File: src/rtl/mem_arb_pkg.sv
`default_nettype none
// ============================================================================
// Module   : mem_arb_pkg
// Purpose  : Shared types for the instruction/data memory-port arbiter.
// Revision : 1.0
// ============================================================================
package mem_arb_pkg;

    typedef enum logic {
        SRC_INSTR = 1'b0,
        SRC_DATA  = 1'b1
    } src_e;

    typedef struct packed {
        src_e src;
        logic drop;
    } txn_id_t;

    typedef enum logic [1:0] {
        IDLE   = 2'd0,
        LOCK_I = 2'd1,
        LOCK_D = 2'd2
    } lock_e;

endpackage
`default_nettype wire

File: src/rtl/mem_port_arbiter_resp_id_fifo.sv
`default_nettype none
// ============================================================================
// Module   : resp_id_fifo
// Purpose  : Source-ID FIFO of outstanding memory transactions with flush-drop.
// Revision : 1.0
// ============================================================================
module resp_id_fifo
    import mem_arb_pkg::*;
#(
    parameter int DEPTH = 2
) (
    input  logic                         clk,
    input  logic                         rst,
    input  logic                         push,
    input  txn_id_t                      push_entry,
    input  logic                         pop,
    input  logic                         mark_drop,
    output logic                         full,
    output logic                         empty,
    output txn_id_t                      head,
    output logic [$clog2(DEPTH+1)-1:0]   count
);

    localparam int PTR_W = (DEPTH > 1) ? $clog2(DEPTH) : 1;
    localparam int CNT_W = $clog2(DEPTH + 1);

    txn_id_t            r_mem [DEPTH];
    logic [PTR_W-1:0]   r_wr_ptr;
    logic [PTR_W-1:0]   r_rd_ptr;
    logic [CNT_W-1:0]   r_count;
    logic               w_push_ok;
    logic               w_pop_ok;
    txn_id_t            w_wr_entry;

    function automatic logic [PTR_W-1:0] inc_ptr(input logic [PTR_W-1:0] p);
        return (p == PTR_W'(DEPTH - 1)) ? '0 : p + PTR_W'(1);
    endfunction

    assign full       = (r_count == CNT_W'(DEPTH));
    assign empty      = (r_count == '0);
    assign count      = r_count;
    assign head       = r_mem[r_rd_ptr];
    assign w_push_ok  = push & ~full;
    assign w_pop_ok   = pop & ~empty;

    // A flush that coincides with the push must also tag the incoming entry.
    always_comb begin
        w_wr_entry      = push_entry;
        w_wr_entry.drop = push_entry.drop | (mark_drop & (push_entry.src == SRC_INSTR));
    end

    always_ff @(posedge clk or posedge rst) begin
        if (rst) begin
            r_wr_ptr <= '0;
            r_rd_ptr <= '0;
            r_count  <= '0;
            for (int i = 0; i < DEPTH; i++) begin
                r_mem[i] <= '{src: SRC_INSTR, drop: 1'b0};
            end
        end else begin
            if (mark_drop) begin
                for (int i = 0; i < DEPTH; i++) begin
                    if (r_mem[i].src == SRC_INSTR) begin
                        r_mem[i].drop <= 1'b1;
                    end
                end
            end
            if (w_push_ok) begin
                r_mem[r_wr_ptr] <= w_wr_entry;
                r_wr_ptr        <= inc_ptr(r_wr_ptr);
            end
            if (w_pop_ok) begin
                r_rd_ptr <= inc_ptr(r_rd_ptr);
            end
            case ({w_push_ok, w_pop_ok})
                2'b10:   r_count <= r_count + CNT_W'(1);
                2'b01:   r_count <= r_count - CNT_W'(1);
                default: r_count <= r_count;
            endcase
        end
    end

endmodule
`default_nettype wire

File: src/rtl/mem_port_arbiter.sv
`default_nettype none
// ============================================================================
// Module   : mem_port_arbiter
// Purpose  : Shares one memory port between instruction fetch and the LSU.
// Revision : 1.0
// ============================================================================
module mem_port_arbiter
    import mem_arb_pkg::*;
#(
    parameter int MAX_OUTSTANDING = 2,
    parameter int STARVE_LIMIT    = 4
) (
    input  logic        clk,
    input  logic        rst,
    input  logic        instr_req_i,
    input  logic [31:0] instr_addr_i,
    output logic        instr_gnt_o,
    output logic        instr_rvalid_o,
    output logic [31:0] instr_rdata_o,
    output logic        instr_err_o,
    input  logic        instr_flush_i,
    input  logic        data_req_i,
    input  logic        data_we_i,
    input  logic [3:0]  data_be_i,
    input  logic [31:0] data_addr_i,
    input  logic [31:0] data_wdata_i,
    output logic        data_gnt_o,
    output logic        data_rvalid_o,
    output logic [31:0] data_rdata_o,
    output logic        data_err_o,
    output logic        mem_req_o,
    output logic        mem_we_o,
    output logic [3:0]  mem_be_o,
    output logic [31:0] mem_addr_o,
    output logic [31:0] mem_wdata_o,
    input  logic        mem_gnt_i,
    input  logic        mem_rvalid_i,
    input  logic [31:0] mem_rdata_i,
    input  logic        mem_err_i
);

    localparam int STARVE_W = (STARVE_LIMIT > 0) ? $clog2(STARVE_LIMIT + 1) : 1;
    localparam int CNT_W    = $clog2(MAX_OUTSTANDING + 1);

    lock_e               r_lock;
    lock_e               w_lock_nxt;
    logic [STARVE_W-1:0] r_starve;
    logic                w_sel_instr;
    logic                w_granted;
    logic                w_full;
    logic                w_empty;
    logic                w_resp_live;
    txn_id_t             w_head;
    txn_id_t             w_push_entry;
    logic [CNT_W-1:0]    w_count;

    always_ff @(posedge clk or posedge rst) begin
        if (rst) begin
            r_lock <= IDLE;
        end else begin
            r_lock <= w_lock_nxt;
        end
    end

    always_comb begin
        w_lock_nxt   = r_lock;
        w_sel_instr  = 1'b0;
        mem_req_o    = (instr_req_i | data_req_i) & ~w_full;
        w_granted    = mem_req_o & mem_gnt_i;

        case (r_lock)
            LOCK_I:  w_sel_instr = 1'b1;
            LOCK_D:  w_sel_instr = 1'b0;
            default: w_sel_instr = instr_req_i &
                                   ((r_starve == STARVE_W'(STARVE_LIMIT)) | ~data_req_i);
        endcase

        // Hold the choice across gnt wait so the requester is never switched.
        case (r_lock)
            IDLE:    if (mem_req_o & ~mem_gnt_i) w_lock_nxt = w_sel_instr ? LOCK_I : LOCK_D;
            LOCK_I:  if (w_granted | instr_flush_i) w_lock_nxt = IDLE;
            LOCK_D:  if (w_granted) w_lock_nxt = IDLE;
            default: w_lock_nxt = IDLE;
        endcase

        instr_gnt_o = w_granted & w_sel_instr;
        data_gnt_o  = w_granted & ~w_sel_instr;

        mem_we_o    = mem_req_o & ~w_sel_instr & data_we_i;
        mem_be_o    = mem_req_o ? (w_sel_instr ? 4'hF : data_be_i) : 4'h0;
        mem_addr_o  = mem_req_o ? (w_sel_instr ? instr_addr_i : data_addr_i) : 32'h0;
        mem_wdata_o = (mem_req_o & ~w_sel_instr) ? data_wdata_i : 32'h0;

        w_push_entry = '{src: (w_sel_instr ? SRC_INSTR : SRC_DATA), drop: 1'b0};

        w_resp_live    = mem_rvalid_i & ~w_empty & ~w_head.drop;
        instr_rvalid_o = w_resp_live & (w_head.src == SRC_INSTR);
        data_rvalid_o  = w_resp_live & (w_head.src == SRC_DATA);
        instr_rdata_o  = instr_rvalid_o ? mem_rdata_i : 32'h0;
        instr_err_o    = instr_rvalid_o & mem_err_i;
        data_rdata_o   = data_rvalid_o ? mem_rdata_i : 32'h0;
        data_err_o     = data_rvalid_o & mem_err_i;
    end

    always_ff @(posedge clk or posedge rst) begin
        if (rst) begin
            r_starve <= '0;
        end else if (instr_gnt_o || !instr_req_i) begin
            r_starve <= '0;
        end else if (r_starve != STARVE_W'(STARVE_LIMIT)) begin
            r_starve <= r_starve + STARVE_W'(1);
        end
    end

    resp_id_fifo #(
        .DEPTH (MAX_OUTSTANDING)
    ) u_fifo (
        .clk        (clk),
        .rst        (rst),
        .push       (w_granted),
        .push_entry (w_push_entry),
        .pop        (mem_rvalid_i),
        .mark_drop  (instr_flush_i),
        .full       (w_full),
        .empty      (w_empty),
        .head       (w_head),
        .count      (w_count)
    );

endmodule
`default_nettype wire
File: config.mk
export PLATFORM = sky130hd
export DESIGN_NAME = mem_port_arbiter
export DESIGN_NICKNAME = d
export VERILOG_FILES = /design/src/rtl/mem_arb_pkg.sv /design/src/rtl/mem_port_arbiter_resp_id_fifo.sv /design/src/rtl/mem_port_arbiter.sv
export SDC_FILE = /design/constraint.sdc
export NUM_CORES = 1
export LEC_CHECK = 0
export BUFFER_PORTS_ARGS = -buffer_cell sky130_fd_sc_hd__buf_2
export CORE_AREA = 2 2 109 111
export DETAILED_ROUTE_END_ITERATION = 7
export DIE_AREA = 0 0 111 113
export REMOVE_ABC_BUFFERS = 1
export SLEW_MARGIN = 20
export SYNTH_ARGS = -nofsm -noshare
export SYNTH_HDL_FRONTEND = slang
export SYNTH_SLANG_ARGS = --single-unit
File: constraint.sdc
create_clock -name clk -period 5.8 [get_ports clk]
set_input_delay 1.16 -clock clk [delete_from_list [all_inputs] [get_ports clk]]
set_output_delay 1.16 -clock clk [all_outputs]
set_load 0.02 [all_outputs]
==> summary.md <==
| Metric | Value |
|---|---|
| Status | `complete, no violations` |
| Antenna violations before repair | `0` |
| Buffers added on ports | `280` |
| Global-route wire length before repair | `14380 um` |
| Hold path startpoint | `u_fifo.r_wr_ptr$_DFFE_PP0N_` |
| Routed via count divided by cell count | `4.237` |
| Worst r2r dst | `r_lock[0]$_DFFE_PP0P_` |
| Cells after synthesis | `307` |
| # resized after CTS | `0` |
| Sequential share of power | `0.113` |
| Num CTS Buffers | `3` |
| Die height | `113 um` |
| Worst-case reg-to-reg path depth | `7` |
| Starting Density | `0.1764` |
| Worst Slack Setup Final | `1.668 ns` |
| Proportion of power drawn by the clock network | `0.091` |
| Number of storage elements in the synthesis netlist | `13` |
| Number of rows in the core area | `39` |
| Vias in the first global route | `2780` |
| WL/cell | `12.87 um` |
| Final hold violations | `0` |
| Post-route core utilization | `0.3122` |
| Core Region | `11270 um^2` |
| Routed Antenna Nets | `0` |
| Critical Path Sink Type | `output pin` |
| Bufs and invs on worst path | `3` |
| Final HPWL from detailed placement | `7758 um` |
| Routed wire length | `9164 um` |
| WHS Endpoint | `u_fifo.r_wr_ptr$_DFFE_PP0N_` |
| Worst R2R Setup Slack | `3.51 ns` |
| Maximum root-to-sink buffer count | `2` |
| Pin count of the biggest net entering global routing | `45` |
| Number of levels the H-tree was split into | `1` |
| Post-route standard cell area excluding fillers | `3520 um^2` |
| Pin slew with the least headroom to its limit | `0.9269 ns` |
| Residual DRC | `0` |
| Series of cell instances along the critical path | `buf_2 -> a21boi_2 -> o21ai_2 -> buf_4 -> nand2_1 -> a21oi_1 -> buf_2` |
| Detailed-routing iteration count for the pre-antenna-repair pass | `4` |
| Slowest cell on crit path | `o21ai_2` |
| Synth Flop Type | `dfrtp_1` |
| Total of endpoints with negative setup slack in the final report | `0` |
| WHS Path Cells | `1` |
| Routed vias | `3017` |
| Net switching component of the power | `0.8180 mW` |
| Die outline width | `111 um` |
| Lkg Pwr | `2.253 nW` |
| Ant. Diodes | `0` |
| Combinational fraction of design power | `0.796` |
| Net count reported at finish | `717` |
| Remaining max-slew budget at the tightest pin | `0.3821` |
| Critical path's top delay family | `compound AO/OA/AOI/OAI gates` |
| Internal power contribution | `0.6198 mW` |
| TritonCTS clock tree | `built` |
| Count of cell instances traversed by the critical path | `7` |
| Buffer count from post-CTS setup fixing | `0` |
| Data arrival at the endpoint of the critical path | `2.97 ns` |
| GRT Total Usage | `0.1374` |
| Fraction of final layout cells sized beyond drive strength 1 | `0.5185` |
| Switching share of total power | `0.5689` |
| Final Total Pwr | `1.438 mW` |
| CP required | `4.64 ns` |
| Largest fanout on the critical path | `21` |
| Max-cap check violation count | `0` |
| Post-synth EDFFs | `0` |
| Power per standard cell area | `408.5 nW/um^2` |
| Final Cycle Share | `0.7125` |
| First-iteration detailed-routing DRC count | `148` |
| Share of synthesized flip-flops with an asynchronous set or reset | `1.000` |
| Overflow left after global routing | `0` |
| Most Frequent Cell on Critical Path | `buf_2` |
| Last weighted congestion value of the routability-driven placer | `0.7928` |
| Start of the worst register-to-register path | `r_lock[0]$_DFFE_PP0P_` |
| Total number of clock tree sinks | `13` |
| Max frequency | `242.0 MHz` |
| Final critical-path required period | `4.132 ns` |
| Post-Route Setup TNS | `0 ns` |
| Hold-fix buffers at CTS | `0` |
| Seq/Total Area, Yosys | `0.1636` |
| Pre-CTS setup slack | `1.675 ns` |
| Boundary pin count | `281` |
| Root Buffer Master | `clkbuf_16` |
| Largest stage delay, worst path | `0.73 ns` |
| Yosys Warn Count | `0` |
| Peak VDD IR | `0.1543 mV` |
| Worst-skew pair later-pin latency | `0.24 ns` |
| Instance area after placement | `3441 um^2` |
| Average footprint of a synthesized cell | `6.476 um^2` |
| Kind of start point of the critical path | `primary input` |
| Unrepaired setup endpoints after global routing | `false` |
| Total standard cell area after synthesis | `1988 um^2` |
| Die ar. | `12540 um^2` |
| Fin Clk Skew | `0.002202 ns` |
| Final Max Tran Viols | `0` |
| Path category of the worst min-delay check | `reg2reg` |
| Clock edge transition at the registers on the reported setup and hold paths | `0.05 ns` |
| Relative area change from synthesis to final layout | `77.03%` |
| Count of unique library cells instantiated by Yosys | `31` |
| Worst Setup Path Type | `in2out` |
synthesized netlist by cell type (2+ instances only):
cell	n	area, um^2
mux2i_1	6	60.06
and3_1	34	212.7
ha_1	6	75.07
nand3_1	2	10.01
buf_6	6	67.56
dfrtp_1	13	325.3
nand2_1	70	262.8
a211o_1	2	17.52
o221ai_1	2	17.52
xnor2_1	5	43.79
clkbuf_1	6	22.52
buf_2	8	40.04
nor2_1	15	56.30
inv_1	9	33.78
buf_4	2	15.01
o21a_2	2	17.52
and2_1	66	412.9
clkbuf_2	3	15.01
o21ai_0	2	10.01
a21oi_1	36	180.2
nand4_1	2	12.51
cell usage in the layout (no fill, tap or decap):
master and count:
buf_2 280, nand2_1 70, and2_1 66, a21oi_1 36, and3_1 34, nor2_1 15
dfrtp_1 13, inv_1 9, mux2i_1 6, ha_1 6, xnor2_1 5, buf_4 4
clkbuf_16 3, nand3_1 2, o21a_2 2, o21ai_0 2, nand4_1 2, a211o_1 2
o221ai_1 2, o221ai_2 1, a21boi_2 1, nand2b_1 1, o21ai_2 1, o22ai_2 1
inv_2 1, xor2_1 1, nor2_4 1, nor3_1 1, clkbuf_1 1
worst reg2reg max path: stages (launching register included):
cell	delay [ns]
dfrtp_1	0.37
inv_1	0.11
ha_1	0.25
nand2b_1	0.17
o21ai_2	0.72
buf_4	0.28
nand4_1	0.09
o221ai_1	0.19
power by group through the flow:
| stage | Combinational (mW) | Sequential, mW | Clock (mW) |
|---|---|---|---|
| floorplan | 0.740 | 0.155 | 0 |
| global placement | 1.15 | 0.162 | 0 |
| detailed placement | 1.15 | 0.164 | 0 |
| CTS | 1.16 | 0.163 | 0.132 |
| global route | 1.24 | 0.168 | 0.137 |
| finish | 1.14 | 0.163 | 0.131 |
routing by layer:
layer,wire (um),GRT usage,share of wire
met1,3590,0.1645,0.39
met2,4456,0.2479,0.49
met3,1005,0.03696,0.11
met4,112,0.02833,0.012
met5,0,0,0
state kept, by name, summed over array words and instances, names as in the netlist:
register and cells:
u_fifo.count 2, r_starve 3, u_fifo.r_wr_ptr 1, r_lock 2, u_fifo.r_rd_ptr 1, u_fifo.r_mem 4
area by class of cell:
class	instances	area (um^2)
well taps	143	178.9
fillers	1255	7752
repair buffers	284	1431
flip-flops and latches	13	325.3
inverters	10	37.54
clock buffers	4	78.83
multi-input cells	258	1468
cell families after synthesis:
family	count (synthesis)	synth area share
buffers and inverters	36	0.1013
muxes	6	0.03021
and+or+nand+nor	192	0.4978
AOI/OAI and AO/OA	48	0.1429
xor gates and xnor gates	6	0.02643
adders and majority gates	6	0.03776
DFF	13	0.1636
per-stage QoR:
step / std cells / hold slack (ns)
6_report: 712 / 0.5002
5_1_grt: 712 / 0.5289
3_3_place_gp: 708 / 0.4831
3_5_place_dp: 708 / 0.4955
4_1_cts: 712 / 0.5011
2_1_floorplan: 281 / 0.4678
how the worst max path moves through the flow:
stage / slack [ns] / from / to
2_1_floorplan: 1.10 / instr_req_i / mem_wdata_o[0]
3_3_place_gp: 1.71 / data_req_i / mem_addr_o[22]
3_5_place_dp: 1.68 / data_req_i / mem_addr_o[10]
4_1_cts: 1.67 / data_req_i / mem_addr_o[10]
5_1_grt: 1.51 / data_req_i / mem_addr_o[12]
6_report: 1.67 / data_req_i / mem_addr_o[12]
No activity file was read; power rests on OpenSTA's default activity.
